File: src/rtl/alu_gen_pkg.sv
// ---------------------------------------------------------------------------
// alu_gen_pkg -- shared definitions for the alu_gen multi-cycle ALU.
//   op_t        : operation codes carried on the 3-bit op input
//   state_t     : controller state encoding
//   booth_sel_t : radix-4 Booth digit selected from three multiplier bits
//   ERR_*       : bit positions and values of the 2-bit ERR output
// ---------------------------------------------------------------------------
package alu_gen_pkg;

    typedef enum logic [2:0] {
        OP_AND = 3'b000,
        OP_OR  = 3'b001,
        OP_XOR = 3'b010,
        OP_ADD = 3'b011,
        OP_SUB = 3'b100,
        OP_MUL = 3'b101,
        OP_DIV = 3'b110,
        OP_RSV = 3'b111
    } op_t;

    typedef enum logic [1:0] {
        S_IDLE = 2'b00,
        S_EXEC = 2'b01,
        S_CORR = 2'b10,
        S_DONE = 2'b11
    } state_t;

    typedef enum logic [2:0] {
        B_ZERO = 3'd0,
        B_POS1 = 3'd1,
        B_POS2 = 3'd2,
        B_NEG1 = 3'd3,
        B_NEG2 = 3'd4
    } booth_sel_t;

    // ERR = {div_by_zero, overflow_or_illegal}
    localparam int         ERR_DIV0_BIT = 1;
    localparam int         ERR_ILL_BIT  = 0;
    localparam logic [1:0] ERR_NONE     = 2'b00;
    localparam logic [1:0] ERR_DIV0     = 2'(1) << ERR_DIV0_BIT;
    localparam logic [1:0] ERR_ILLEGAL  = 2'(1) << ERR_ILL_BIT;

    // Iteration counter width: wide enough to reach WIDTH without wrapping.
    function automatic int cnt_width(input int w);
        return $clog2(w) + 1;
    endfunction

endpackage

File: src/rtl/alu_gen_if.sv
// ---------------------------------------------------------------------------
// alu_gen_if -- operand/result bundle of alu_gen.
//   X, Y, A_divide, op, BEGIN : request side (driven by the master)
//   OUT, END, BUSY, ERR       : result side (driven by the ALU, slave)
// Parameter WIDTH must match the alu_gen instance it is connected to.
// ---------------------------------------------------------------------------
interface alu_gen_if #(
    parameter int WIDTH = 8
);
    logic [WIDTH-1:0]   X;
    logic [WIDTH-1:0]   Y;
    logic [WIDTH-1:0]   A_divide;
    logic [2:0]         op;
    logic               BEGIN;
    logic [2*WIDTH-1:0] OUT;
    logic               END;
    logic               BUSY;
    logic [1:0]         ERR;

    modport master (
        output X, Y, A_divide, op, BEGIN,
        input  OUT, END, BUSY, ERR
    );

    modport slave (
        input  X, Y, A_divide, op, BEGIN,
        output OUT, END, BUSY, ERR
    );
endinterface

File: src/rtl/alu_gen_booth_enc.sv
// ---------------------------------------------------------------------------
// alu_gen_booth_enc -- combinational radix-4 Booth recoder.
//   bits : {q[i+1], q[i], q[i-1]} of the multiplier
//   sel  : selected partial-product digit 0, +1, +2, -1, -2 (times multiplicand)
// ---------------------------------------------------------------------------
module alu_gen_booth_enc
    import alu_gen_pkg::*;
(
    input  logic [2:0]  bits,
    output booth_sel_t  sel
);
    always_comb begin
        sel = B_ZERO;
        case (bits)
            3'b001, 3'b010: sel = B_POS1;
            3'b011:         sel = B_POS2;
            3'b100:         sel = B_NEG2;
            3'b101, 3'b110: sel = B_NEG1;
            default:        sel = B_ZERO;
        endcase
    end
endmodule

File: src/rtl/alu_gen.sv
// ---------------------------------------------------------------------------
// alu_gen -- multi-cycle ALU: AND/OR/XOR/ADD/SUB (1 cycle), signed radix-4
// Booth MUL (WIDTH/2 cycles), unsigned non-restoring DIV (WIDTH cycles plus
// one remainder-correction cycle). One WIDTH+2 bit adder/subtractor is shared
// by ADD, SUB, MUL and DIV.
//   clk    : clock, all state on rising edge
//   resetn : asynchronous active-low reset
//   bus    : alu_gen_if.slave (X, Y, A_divide, op, BEGIN / OUT, END, BUSY, ERR)
// WIDTH must be even and >= 4.
// Optional macro ALU_GEN_DEBUG_EN adds dbg_A, dbg_Q, dbg_count, dbg_state
// outputs taken straight from the internal registers.
// ---------------------------------------------------------------------------
module alu_gen
    import alu_gen_pkg::*;
#(
    parameter int WIDTH = 8
) (
    input  logic              clk,
    input  logic              resetn,
    alu_gen_if.slave          bus
`ifdef ALU_GEN_DEBUG_EN
    ,
    output logic [WIDTH-1:0]        dbg_A,
    output logic [WIDTH-1:0]        dbg_Q,
    output logic [$clog2(WIDTH):0]  dbg_count,
    output logic [1:0]              dbg_state
`endif
);
    localparam int CW = cnt_width(WIDTH);
    localparam int AW = WIDTH + 2;
    localparam logic [CW-1:0] MUL_LAST = CW'(WIDTH / 2 - 1);
    localparam logic [CW-1:0] DIV_LAST = CW'(WIDTH - 1);

    state_t             state_reg;
    op_t                op_reg;
    logic [AW-1:0]      a_reg;      // partial product high / partial remainder
    logic [WIDTH-1:0]   q_reg;      // multiplier / dividend low -> quotient
    logic [WIDTH-1:0]   m_reg;      // multiplicand / divisor
    logic               q1_reg;     // Booth q[-1]
    logic [CW-1:0]      count_reg;
    logic [2*WIDTH-1:0] out_reg;
    logic [1:0]         err_reg;
    logic               end_reg;
    logic               busy_reg;

    booth_sel_t         booth_sel;
    logic [AW-1:0]      add_a;
    logic [AW-1:0]      add_b;
    logic               add_sub;
    logic [AW-1:0]      sum;
    logic [2*WIDTH-1:0] simple_res;
    logic [WIDTH-1:0]   r_fix;

    alu_gen_booth_enc u_booth (
        .bits ({q_reg[1:0], q1_reg}),
        .sel  (booth_sel)
    );

    // Shared adder/subtractor operand selection.
    always_comb begin
        add_a   = a_reg;
        add_b   = '0;
        add_sub = 1'b0;
        case (op_reg)
            OP_ADD: begin
                add_a = {2'b00, q_reg};
                add_b = {2'b00, m_reg};
            end
            OP_SUB: begin
                add_a   = {{2{q_reg[WIDTH-1]}}, q_reg};
                add_b   = {{2{m_reg[WIDTH-1]}}, m_reg};
                add_sub = 1'b1;
            end
            OP_MUL: begin
                add_a = a_reg;
                case (booth_sel)
                    B_POS1: add_b = {{2{m_reg[WIDTH-1]}}, m_reg};
                    B_NEG1: begin
                        add_b   = {{2{m_reg[WIDTH-1]}}, m_reg};
                        add_sub = 1'b1;
                    end
                    B_POS2: add_b = {m_reg[WIDTH-1], m_reg, 1'b0};
                    B_NEG2: begin
                        add_b   = {m_reg[WIDTH-1], m_reg, 1'b0};
                        add_sub = 1'b1;
                    end
                    default: add_b = '0;
                endcase
            end
            OP_DIV: begin
                add_b = {2'b00, m_reg};
                if (state_reg == S_CORR) begin
                    add_a = a_reg;           // negative remainder: add divisor back
                end else begin
                    // shift {R,Q} left one; subtract when R >= 0, add when R < 0
                    add_a   = {a_reg[AW-2:0], q_reg[WIDTH-1]};
                    add_sub = ~a_reg[AW-1];
                end
            end
            default: ;
        endcase
    end

    assign sum = add_a + (add_sub ? ~add_b : add_b) + {{(AW-1){1'b0}}, add_sub};

    // Results of the single-cycle operations.
    always_comb begin
        simple_res = '0;
        case (op_reg)
            OP_AND:  simple_res = {{WIDTH{1'b0}}, q_reg & m_reg};
            OP_OR:   simple_res = {{WIDTH{1'b0}}, q_reg | m_reg};
            OP_XOR:  simple_res = {{WIDTH{1'b0}}, q_reg ^ m_reg};
            OP_ADD:  simple_res = {{(WIDTH-1){1'b0}}, sum[WIDTH:0]};
            OP_SUB:  simple_res = {{(WIDTH-1){sum[WIDTH]}}, sum[WIDTH:0]};
            default: simple_res = '0;
        endcase
    end

    assign r_fix = a_reg[AW-1] ? sum[WIDTH-1:0] : a_reg[WIDTH-1:0];

    always_ff @(posedge clk or negedge resetn) begin
        if (!resetn) begin
            state_reg <= S_IDLE;
            op_reg    <= OP_AND;
            a_reg     <= '0;
            q_reg     <= '0;
            m_reg     <= '0;
            q1_reg    <= 1'b0;
            count_reg <= '0;
            out_reg   <= '0;
            err_reg   <= ERR_NONE;
            end_reg   <= 1'b0;
            busy_reg  <= 1'b0;
        end else begin
            end_reg <= 1'b0;
            case (state_reg)
                S_IDLE: begin
                    if (bus.BEGIN) begin
                        op_reg    <= op_t'(bus.op);
                        q_reg     <= bus.X;
                        m_reg     <= bus.Y;
                        a_reg     <= (op_t'(bus.op) == OP_DIV) ? {2'b00, bus.A_divide} : '0;
                        q1_reg    <= 1'b0;
                        count_reg <= '0;
                        busy_reg  <= 1'b1;
                        // Error paths go straight to DONE with their result.
                        if (op_t'(bus.op) == OP_RSV) begin
                            out_reg   <= '0;
                            err_reg   <= ERR_ILLEGAL;
                            end_reg   <= 1'b1;
                            state_reg <= S_DONE;
                        end else if (op_t'(bus.op) == OP_DIV && bus.Y == '0) begin
                            out_reg   <= '1;
                            err_reg   <= ERR_DIV0;
                            end_reg   <= 1'b1;
                            state_reg <= S_DONE;
                        end else if (op_t'(bus.op) == OP_DIV && bus.A_divide >= bus.Y) begin
                            // quotient would not fit in WIDTH bits
                            out_reg   <= '1;
                            err_reg   <= ERR_ILLEGAL;
                            end_reg   <= 1'b1;
                            state_reg <= S_DONE;
                        end else begin
                            state_reg <= S_EXEC;
                        end
                    end
                end
                S_EXEC: begin
                    count_reg <= count_reg + 1'b1;
                    case (op_reg)
                        OP_MUL: begin
                            // arithmetic shift right by two of {sum, Q, q-1}
                            a_reg  <= {{2{sum[AW-1]}}, sum[AW-1:2]};
                            q_reg  <= {sum[1:0], q_reg[WIDTH-1:2]};
                            q1_reg <= q_reg[1];
                            if (count_reg == MUL_LAST) begin
                                out_reg   <= {sum, q_reg[WIDTH-1:2]};
                                err_reg   <= ERR_NONE;
                                end_reg   <= 1'b1;
                                state_reg <= S_DONE;
                            end
                        end
                        OP_DIV: begin
                            a_reg <= sum;
                            q_reg <= {q_reg[WIDTH-2:0], ~sum[AW-1]};
                            if (count_reg == DIV_LAST) begin
                                state_reg <= S_CORR;
                            end
                        end
                        default: begin
                            out_reg   <= simple_res;
                            err_reg   <= ERR_NONE;
                            end_reg   <= 1'b1;
                            state_reg <= S_DONE;
                        end
                    endcase
                end
                S_CORR: begin
                    out_reg   <= {r_fix, q_reg};
                    err_reg   <= ERR_NONE;
                    end_reg   <= 1'b1;
                    state_reg <= S_DONE;
                end
                S_DONE: begin
                    busy_reg  <= 1'b0;
                    state_reg <= S_IDLE;
                end
                default: begin
                    busy_reg  <= 1'b0;
                    state_reg <= S_IDLE;
                end
            endcase
        end
    end

    assign bus.OUT  = out_reg;
    assign bus.END  = end_reg;
    assign bus.BUSY = busy_reg;
    assign bus.ERR  = err_reg;

`ifdef ALU_GEN_DEBUG_EN
    assign dbg_A     = a_reg[WIDTH-1:0];
    assign dbg_Q     = q_reg;
    assign dbg_count = count_reg;
    assign dbg_state = state_reg;
`endif

endmodule

File: src/flat_wrapper.sv
// flat-port wrapper written by rule: the top's interface ports become plain ports
module alu_gen_flat import alu_gen_pkg::*;
#(
    parameter int WIDTH = 8
)
  (clk, resetn, bus_X, bus_Y, bus_A_divide, bus_op, bus_BEGIN, bus_OUT, bus_END, bus_BUSY, bus_ERR);
  alu_gen_if #(.WIDTH(WIDTH)) bus_i ();
  input  logic clk;
  input  logic resetn;
  input wire logic [$bits(bus_i.X)-1:0] bus_X;
  input wire logic [$bits(bus_i.Y)-1:0] bus_Y;
  input wire logic [$bits(bus_i.A_divide)-1:0] bus_A_divide;
  input wire logic [$bits(bus_i.op)-1:0] bus_op;
  input wire logic [$bits(bus_i.BEGIN)-1:0] bus_BEGIN;
  output wire logic [$bits(bus_i.OUT)-1:0] bus_OUT;
  output wire logic [$bits(bus_i.END)-1:0] bus_END;
  output wire logic [$bits(bus_i.BUSY)-1:0] bus_BUSY;
  output wire logic [$bits(bus_i.ERR)-1:0] bus_ERR;
  assign bus_i.X = bus_X;
  assign bus_i.Y = bus_Y;
  assign bus_i.A_divide = bus_A_divide;
  assign bus_i.op = bus_op;
  assign bus_i.BEGIN = bus_BEGIN;
  assign bus_OUT = bus_i.OUT;
  assign bus_END = bus_i.END;
  assign bus_BUSY = bus_i.BUSY;
  assign bus_ERR = bus_i.ERR;
  alu_gen #(.WIDTH(WIDTH)) u_core (.clk(clk), .resetn(resetn), .bus(bus_i));
endmodule
File: config.mk
export PLATFORM = sky130hd
export DESIGN_NAME = alu_gen_flat
export DESIGN_NICKNAME = d
export VERILOG_FILES = /design/src/rtl/alu_gen_pkg.sv /design/src/rtl/alu_gen_if.sv /design/src/rtl/alu_gen_booth_enc.sv /design/src/rtl/alu_gen.sv /design/src/flat_wrapper.sv
export SDC_FILE = /design/constraint.sdc
export NUM_CORES = 1
export LEC_CHECK = 0
export ABC_AREA = 1
export CORE_MARGIN = 2
export CORE_UTILIZATION = 50
export CTS_CLUSTER_SIZE = 12
export DETAILED_ROUTE_END_ITERATION = 10
export HOLD_SLACK_MARGIN = 0.1
export PLACE_DENSITY_LB_ADDON = 0.08
export SLEW_MARGIN = 20
export SYNTH_ARGS = -nofsm -noshare
export SYNTH_HDL_FRONTEND = slang
export SYNTH_SLANG_ARGS = --single-unit
File: constraint.sdc
create_clock -name clk -period 7.4 [get_ports clk]
set_input_delay 1.48 -clock clk [delete_from_list [all_inputs] [get_ports clk]]
set_output_delay 1.48 -clock clk [all_outputs]
set_load 0.01 [all_outputs]
# Word level (Yosys, flattened, before mapping)
# Cells that the tools add are included.
[word_totals]
word_cells = 126
in_bits = 30
register_bits = 56
output_inout_bits = 20
[classes]
bitwise = 6
n_reduce_logical = 21
n_mux = 54
add_sub_neg = 3
n_eq_ne = 30
order_cmp = 1
[ops]
columns = ["op", "n"]
rows = [
  ["$mux W16", 5],
  ["$pmux W16 S5", 1],
  ["$pmux W10 S2", 3],
  ["$pmux W10 S3", 2],
  ["$pmux W16 S3", 1],
  ["$pmux W16 S2", 1],
  ["$pmux W8 S2", 2],
  ["$mux W10", 3],
  ["$eq A3 B3 Y1 const B", 9],
  ["$mux W8", 3],
  ["$mux W2", 11],
  ["$eq A3 B2 Y1 const B", 6],
  ["$pmux W3 S4", 1],
  ["$reduce_or A2 Y1", 6],
  ["$add A10 B1 Y10", 1],
  ["$add A10 B10 Y10", 1],
  ["$mux W1", 10],
  ["$not A10 Y10", 1],
  ["$eq A3 B1 Y1 const B", 3],
  ["$ne A3 B2 Y1 const B", 3],
  ["$reduce_and A3 Y1", 3],
  ["$and A8 B8 Y8", 1],
  ["$ge A8 B8 Y1", 1],
  ["$logic_not A8 Y1", 1],
  ["24 further kinds", 36],
]

# Logic depth before layout (Yosys ltp)
# Gate-level depths: netlist of the first run.
[logic_depth]
depth_word = 14
depth_mapped = 24

# Modules after synthesis
# A second synthesis of the first run with hierarchy kept.
[hier_totals]
cells_unflattened = 646
hier_area_um2 = 4697.0
[by_module_without_submodules]
columns = ["mod", "cells_per_inst", "area_each_um2", "n_inst", "seq_area_each_um2"]
rows = [
  ["alu_gen", 637, 4652.0, 1, 1401.3],
  ["alu_gen_booth_enc", 9, 45.0, 1, 0.0],
]

# Worst setup path after synthesis of the first run
# OpenSTA, ideal clock, no wires.
[synth_path]
kind = "reg-to-reg"
startpoint = "register u_core.op_reg[2]"
endpoint = "register u_core.out_reg[6] (netlist: u_core.bus.OUT[6])"
stages_incl_launch_ff = 23
synth_period_minus_slack_ps = 3299
t_arrival_ps = 3168
t_required_ps = 7269
path_slack_ps = 4101
cell_sequence = "dfrtp_1 -> buf_4 -> inv_2 -> nand3_1 -> nand2_1 -> inv_1 -> nand3_1 -> inv_1 -> o32ai_1 -> xor2_1 -> fa_1 -> nand3b_1 -> nand2_1 -> nand2_1 -> nand2_1 -> a21oi_1 -> or2_2 -> nand2_1 -> nor2_1 -> o21ai_0 -> o221ai_1 -> nand2_1 -> a21oi_1"
[synth_between]
elab_chain_len = 10
elab_cells_between_ends = 22
cone_classes = "2 x add/sub; 8 x eq/ne; 8 x mux; 1 x bitwise; 3 x reduce/logical"
[synth_rtl]
columns = ["item", "line", "rtl"]
rows = [
  ["start, declared", "alu_gen.sv:35", "op_t op_reg;"],
  ["start signal, assigned", "alu_gen.sv:139", "op_reg <= op_t'(bus.op);"],
  ["$eq A3 B2 Y1 / $eq A3 B3 Y1 (equally long branches)", "alu_gen.sv:64, alu_gen.sv:109, alu_gen.sv:170", ""],
  ["$reduce_or A2 Y1 (no source line)", "-", ""],
  ["$pmux W10 S3", "alu_gen.sv:64", "case (op_reg)"],
  ["$not A10 Y10", "alu_gen.sv:104", "assign sum = add_a + (add_sub ? ~add_b : add_b) + {{(AW-1){1'b0}}, add_sub};"],
  ["$mux W10", "alu_gen.sv:104", ""],
  ["$add A10 B10 Y10", "alu_gen.sv:104", ""],
  ["$add A10 B1 Y10", "alu_gen.sv:104", ""],
  ["$pmux W16 S5 / $mux W16 (equally long branches)", "alu_gen.sv:109, alu_gen.sv:176", ""],
  ["$pmux W16 S2", "alu_gen.sv:170", "case (op_reg)"],
  ["$pmux W16 S3", "alu_gen.sv:136", "case (state_reg)"],
  ["end signal, assigned", "alu_gen.sv:177", "out_reg <= {sum, q_reg[WIDTH-1:2]};"],
  ["end signal, assigned", "alu_gen.sv:191", "out_reg <= simple_res;"],
  ["end signal, assigned", "alu_gen.sv:199", "out_reg <= {r_fix, q_reg};"],
  ["end, declared", "alu_gen.sv:41", "logic [2*WIDTH-1:0] out_reg;"],
]
# Several ways; a longest one is shown, not always the timed one. The select of a mux whose other input is x is not followed.
# A chain may end at the register's enable or synchronous reset.

# Final worst setup path of the first run
[layout_path]
startpoint = "register u_core.state_reg[0]"
endpoint = "register u_core.out_reg[6] (netlist: u_core.bus.OUT[6])"
[layout_between]
elab_chain_len = 9
elab_cells_between_ends = 20
cone_classes = "2 x add/sub; 6 x eq/ne; 9 x mux; 3 x reduce/logical"
[layout_rtl]
columns = ["item", "line", "rtl"]
rows = [
  ["start, declared", "alu_gen.sv:34", "state_t state_reg;"],
  ["start signal, assigned", "alu_gen.sv:123", "state_reg <= S_IDLE;"],
  ["start signal, assigned", "alu_gen.sv:151", "state_reg <= S_DONE;"],
  ["start signal, assigned", "alu_gen.sv:156", "state_reg <= S_DONE;"],
  ["$eq A2 B2 Y1", "alu_gen.sv:92, alu_gen.sv:136", ""],
  ["$mux W1", "alu_gen.sv:92", "if (state_reg == S_CORR) begin"],
  ["$pmux W1 S3", "alu_gen.sv:64", ""],
  ["$mux W10", "alu_gen.sv:104", ""],
  ["$add A10 B10 Y10", "alu_gen.sv:104", ""],
  ["$add A10 B1 Y10", "alu_gen.sv:104", ""],
  ["$pmux W16 S5 / $mux W16 (equally long branches)", "alu_gen.sv:109, alu_gen.sv:176", ""],
  ["$pmux W16 S2", "alu_gen.sv:170", ""],
  ["$pmux W16 S3", "alu_gen.sv:136", ""],
]
# Several ways; a longest one is shown, not always the timed one. The select of a mux whose other input is x is not followed.

==> run summary, run 1 <==
status = finished clean
Hold Path Origin = u_core.count_reg[0]
Ys Warns = 0
Yosys cell types = 46
worst slack, placed = 3.27 ns
Setup TNS = 0 ns
Tmin final = 4.23 ns
post-cts resize count = 0
CP max stage delay = 0.47 ns
fillers = 893
main flop type after synthesis = dfrtp_1
Avg Cell Area, Syn = 7.31 um^2
Final GP Congestion = 1.00
Syn Nets = 705
CP required = 7.58 ns
synth-to-layout area growth = 14.1%
Synth Register Bits = 56
wire per inst = 18.8 um
core area = 9150 um^2
CP Buf/Inv Count = 3
largest net degree at the start of global routing = 57
crit-path cells = inv_1, ha_1, inv_1, o21ai_0, inv_1, o21a_1, fa_1, nand3b_1, nand2_1, nand2_1, nand2_1, a21oi_1, or2_2, nand2_1, nor2_1, o21ai_0, o221ai_1, nand2_1, a21oi_1
Post-CTS Setup Bufs = 0
Clock transition at path regs = 0.10 ns
sequential element share of the synthesized area = 30.1%
Worst Slack Setup Final = 3.17 ns
critical path class = reg -> reg
DR pass1 iterations = 6
Clk Latency, worst-skew pair = 0.32 ns
clk buf depth = 2
ANT cells = 0
drt total wl = 14900 um
CTS tree = built
DR iter-0 viols = 501
CP Launch Type = flip-flop
most used cell, CP = nand2_1
Max Slew Vio Count = 0
All-Layer GR Usage = 30.8%
Num CTS Buffers = 5
Post-DRT Antenna Nets = 0
Post-Syn Instances = 637
max_slew headroom = 43.1%
Hold Path Class = reg -> reg
hpwl dp = 11900 um
Post-synth EDFFs = 0
mapped cell area = 4660 um^2
Critical Path AT = 4.41 ns
global-route wire length before repair = 23900 um
Setup crit start = u_core.state_reg[0]
total clock sinks = 56
Via Count = 4778
nets = 745
H-tree depth = 2
vias per cell = 6.06
initial core utilization = 50.9%
I/O Buffers = 49
final hold violations = 0
Root Buffer = clkbuf_8
worst r2r src = u_core.state_reg[0]
crit share post-route = 57.2%
# setup viols final = 0
CP max stage cell = ha_1
max FFs per register = 16
Worst Setup End Kind = flip-flop
Horiz. Die Dim = 101 um
die footprint = 10100 um^2
asr flop ratio synth = 100%
crit-path max FO = 14
clk_skew = 0.0126 ns
Max Cap Viol = 0
Top delay family on crit path = compound AO/OA/AOI/OAI gates
GRT overflow = 0
CTS Hold Buffers Added = 0
number of global-route vias before repair = 4593
Worst Tran Pin Value = 0.851 ns
Residual DRC = 0
share of layout cells above drive strength 1 = 6.78%
Max Fclk = 236 MHz
footprint of the multi-input gates = 2810 um^2
FF+latch area = 1400 um^2
Core Rows = 35
RSZ-0062 raised after global routing = false
die span in y = 101 um
initial antenna violation count = 0
IO Count = 50
==> worst register-to-register path, cell delays in order, from the launching register on <==
cell      delay, ns
dfrtp_1        0.41
inv_1          0.13
ha_1           0.47
inv_1          0.34
o21ai_0        0.37
inv_1          0.17
o21a_1         0.24
fa_1           0.42
nand3b_1       0.17
nand2_1        0.11
nand2_1        0.07
nand2_1        0.07
a21oi_1        0.07
or2_2          0.27
nand2_1        0.18
nor2_1         0.06
o21ai_0        0.22
o221ai_1       0.17
nand2_1        0.08
a21oi_1        0.07
==> metrics by stage <==
| stage | cell area (um^2) | hold slack [ns] | utilization, % | std cells |
|---|---|---|---|---|
| 3_5_place_dp | 5190 | 0.484 | 56.7 | 781 |
| 5_1_grt | 5320 | 0.529 | 58.1 | 789 |
| 6_report | 5320 | 0.510 | 58.1 | 789 |
| 2_1_floorplan | 4660 | 0.469 | - | 637 |
| 4_1_cts | 5320 | 0.509 | 58.1 | 789 |
| 3_3_place_gp | 5190 | 0.480 | 56.7 | 781 |
==> routing by layer <==
layer  GRT usage, %  share of wire [%]  vias up
li1               -                  -     2242
met1           43.1                 44     2256
met2           49.3                 45      234
met3           5.41                8.8       46
met4           8.64                2.9        0
met5              0                  0        -
==> placed cells by master, fill, tap and decap left out, drive strengths merged, types with 6 or more instances in the layout <==
master / count
clkbuf: 6
o32ai: 6
inv: 92
nand2: 167
dfrtp: 56
o22ai: 6
xor2: 11
a22oi: 9
nand3: 36
nor2: 39
o211ai: 7
o21ai: 52
ha: 37
a21oi: 47
a221oi: 8
clkdlybuf4s50: 48
o221ai: 18
==> cell type report <==
type                       count  area share, %
inverter                      93           6.61
timing repair buffer          50           9.27
sequential                    56           26.4
clock inverter                 2          0.730
multi-input combinational    471           52.8
tap                          111           2.61
clock buffer                   6           1.55
==> synth_stat cells, types with 3 or more instances <==
cell | number | area (um^2)
nand2_1 | 156 | 586
inv_1 | 85 | 319
dfrtp_1 | 56 | 1400
a21oi_1 | 45 | 225
o21ai_0 | 45 | 225
ha_1 | 37 | 463
nor2_1 | 34 | 128
nand3_1 | 32 | 160
o221ai_1 | 18 | 158
a22oi_1 | 9 | 67.6
nand2_2 | 9 | 56.3
xor2_1 | 9 | 78.8
a221oi_1 | 8 | 70.1
clkbuf_1 | 7 | 26.3
o211ai_1 | 7 | 52.6
buf_2 | 6 | 30.0
inv_2 | 6 | 22.5
o21ai_1 | 6 | 30.0
o22ai_1 | 6 | 37.5
o32ai_1 | 6 | 52.6
a32oi_1 | 5 | 43.8
nand4_1 | 5 | 31.3
nor2_4 | 4 | 45.0
buf_6 | 3 | 33.8
nand3_2 | 3 | 30.0
or2_2 | 3 | 18.8
==> final timing paths <==
path	to	slack (ns)	cells after the start
max in group asynchronous	u_core.a_reg[8]	5.64	2
min	u_core.count_reg[0]	0.51	1
min in group asynchronous	u_core.bus.END	1.29	2
max reg2reg	u_core.bus.OUT[6]	3.17	19
max	u_core.bus.OUT[6]	3.17	19
min reg2reg	u_core.count_reg[0]	0.51	1
==> cells by family after synthesis <==
logic type	after synthesis	share of synthesized area (%)
simple gates	257	24.9
compound gates	164	22.4
buf+inv	110	9.64
flops	56	30.1
fa+ha+maj	38	10.4
xor+xnor	12	2.58
Power of run 1 is not shown: default switching activity piles up to over one toggle a cycle in this logic, so the estimate is an artifact.
==> run 2, diff against run 1 <==
Clock period 7.4 ns to 4.2 ns, I/O delays scaled along.
==> run 2 against run 1 <==
  * Cell area up 1.3%
  * First-iteration DRC count down 16%
  * Register-to-register slack worse by 2.7 ns
  * Setup slack worse by 2.7 ns
  * Global-route usage increased by 1.0 points
  * Clock-buffer cell count is 1 lower
  * Hold slack got worse by 0.0061 ns
  * Via count rose by 1.2%
  * Die area did not move
  * Sequential cell count is the same
  * Largest cell class unchanged
  * Highest routed layer unchanged
==> run summary, run 2 (synthesis results as in run 1) <==
clk_skew = 0.0166 ns (was 0.0126 ns)
CP Launch Type = flip-flop (unchanged)
Worst Setup End Kind = flip-flop (unchanged)
max FFs per register = 16 (unchanged)
number of global-route vias before repair = 4692 (was 4593)
H-tree depth = 2 (unchanged)
most common cell after layout, fill and taps aside = nand2_1 (unchanged)
r2r setup slk = 0.44 ns (was 3.17 ns)
share of layout cells above drive strength 1 = 7.74% (was 6.78%)
wire per inst = 19.3 um (was 18.8 um)
Residual DRC = 0 (unchanged)
Via Count = 4834 (was 4778)
Core Util, Final = 58.8% (was 58.1%)
Max Slew Vio Count = 0 (unchanged)
R2R cell count = 20 (was 19)
Clock transition at path regs = 0.10 ns (about the same)
clk buf depth = 2 (unchanged)
worst r2r src = u_core.op_reg[2] (was u_core.state_reg[0])
CP required = 4.38 ns (was 7.58 ns)
drt total wl = 15300 um (was 14900 um)
r2r endpoint = u_core.bus.OUT[6] (unchanged)
Critical Path AT = 3.94 ns (was 4.41 ns)
critical path class = reg -> reg (unchanged)
Core Rows = 35 (unchanged)
initial antenna violation count = 0 (unchanged)
Clk Latency, worst-skew pair = 0.33 ns (was 0.32 ns)
initial core utilization = 50.9% (unchanged)
Tmin final = 3.76 ns (was 4.23 ns)
DR iter-0 viols = 423 (was 501)
global-route wire length before repair = 25000 um (was 23900 um)
Root Buffer = clkbuf_8 (unchanged)
max_slew headroom = 39.5% (was 43.1%)
crit share post-route = 89.5% (was 57.2%)
IO Count = 50 (unchanged)
DR pass1 iterations = 6 (unchanged)
Post-DRT Antenna Nets = 0 (unchanged)
# setup viols final = 0 (unchanged)
Placed Area = 5250 um^2 (was 5190 um^2)
die footprint = 10100 um^2 (unchanged)
status = finished clean (unchanged)
I/O Buffers = 49 (unchanged)
Num CTS Buffers = 5 (unchanged)
design area = 5380 um^2 (was 5320 um^2)
Setup crit start = u_core.op_reg[2] (was u_core.state_reg[0])
crit-path max FO = 9 (was 14)
Worst Tran Pin Value = 0.904 ns (was 0.851 ns)
total clock sinks = 56 (unchanged)
largest net degree at the start of global routing = 31 (was 57)
All-Layer GR Usage = 31.8% (was 30.8%)
Max Fclk = 266 MHz (was 236 MHz)
post-cts resize count = 0 (unchanged)
vias per cell = 6.07 (was 6.06)
core area = 9150 um^2 (unchanged)
most frequent cells in the layout = nand2_1, inv_1, dfrtp_1 (unchanged)
synth-to-layout area growth = 15.5% (was 14.1%)
RSZ-0062 raised after global routing = false (unchanged)
Final GP Congestion = 1.00 (about the same)
final hold violations = 0 (unchanged)
Hold Path Class = reg -> reg (unchanged)
CTS Hold Buffers Added = 0 (unchanged)
Horiz. Die Dim = 101 um (unchanged)
die span in y = 101 um (unchanged)
CTS tree = built (unchanged)
GRT overflow = 0 (unchanged)
nets = 753 (was 745)
Max Cap Viol = 0 (unchanged)
Post-CTS Setup Bufs = 0 (unchanged)
ANT cells = 0 (unchanged)
Setup TNS = 0 ns (unchanged)
Setup crit end = u_core.bus.OUT[6] (unchanged)
hpwl dp = 12100 um (was 11900 um)
-- run 2: area by class of cell --
cell class,count,area (um^2)
clock buffers,5,68.8
clock inverters,2,60.1
fillers,890,3770
inverters,93,352
multi-input cells,471,2810
flip-flops and latches,56,1400
well taps,111,139
repair buffers,58,553
-- run 2: through the flow --
step | hold slack (ns) | cells | setup WS [ns]
floorplan | 0.469 | 637 | 0.901
CTS | 0.506 | 796 | 0.497
detailed placement | 0.480 | 789 | 0.507
global route | 0.542 | 796 | 0.125
finish | 0.504 | 796 | 0.440
global placement | 0.476 | 789 | 0.636
-- run 2: metal layers --
| metal | vias up | GRT usage [%] | wire, um |
|---|---|---|---|
| met1 | 2326 | 45.9 | 6880 |
| met2 | 214 | 50.0 | 6910 |
| met4 | 0 | 9.48 | 397 |
| met3 | 37 | 4.37 | 1150 |
| met5 | - | 0 | 0 |
| li1 | 2257 | - | - |
-- run 2: critical path, stage by stage (launching register included) --
cell and delay, ns:
dfrtp_1 0.53, inv_2 0.13, nor2_8 0.20, inv_2 0.13, nand3_1 0.12, inv_1 0.11
o32ai_1 0.31, xor2_1 0.17, fa_1 0.48, nand3b_1 0.17, nand2_1 0.11, nand2_1 0.07
nand2_1 0.06, a21oi_1 0.07, or2_2 0.28, nand2_1 0.15, nor2_1 0.05, o21ai_0 0.18
o221ai_1 0.14, nand2_1 0.08, a21oi_1 0.08
-- run 2: how the worst min path moves through the flow --
| stage | to | start | slack (ns) | cells after the start |
|---|---|---|---|---|
| after CTS | u_core.count_reg[0] | u_core.count_reg[0] | 0.51 | 1 |
| after global placement | u_core.bus.ERR[1] | u_core.bus.ERR[1] | 0.48 | 2 |
| final | u_core.count_reg[0] | u_core.count_reg[0] | 0.50 | 1 |
| after floorplan | u_core.count_reg[0] | u_core.count_reg[0] | 0.47 | 1 |
| after detailed placement | u_core.bus.ERR[0] | u_core.bus.ERR[0] | 0.48 | 2 |
| after global routing | u_core.bus.ERR[1] | u_core.bus.ERR[1] | 0.54 | 2 |
Power of run 2 is left out for the same reason.
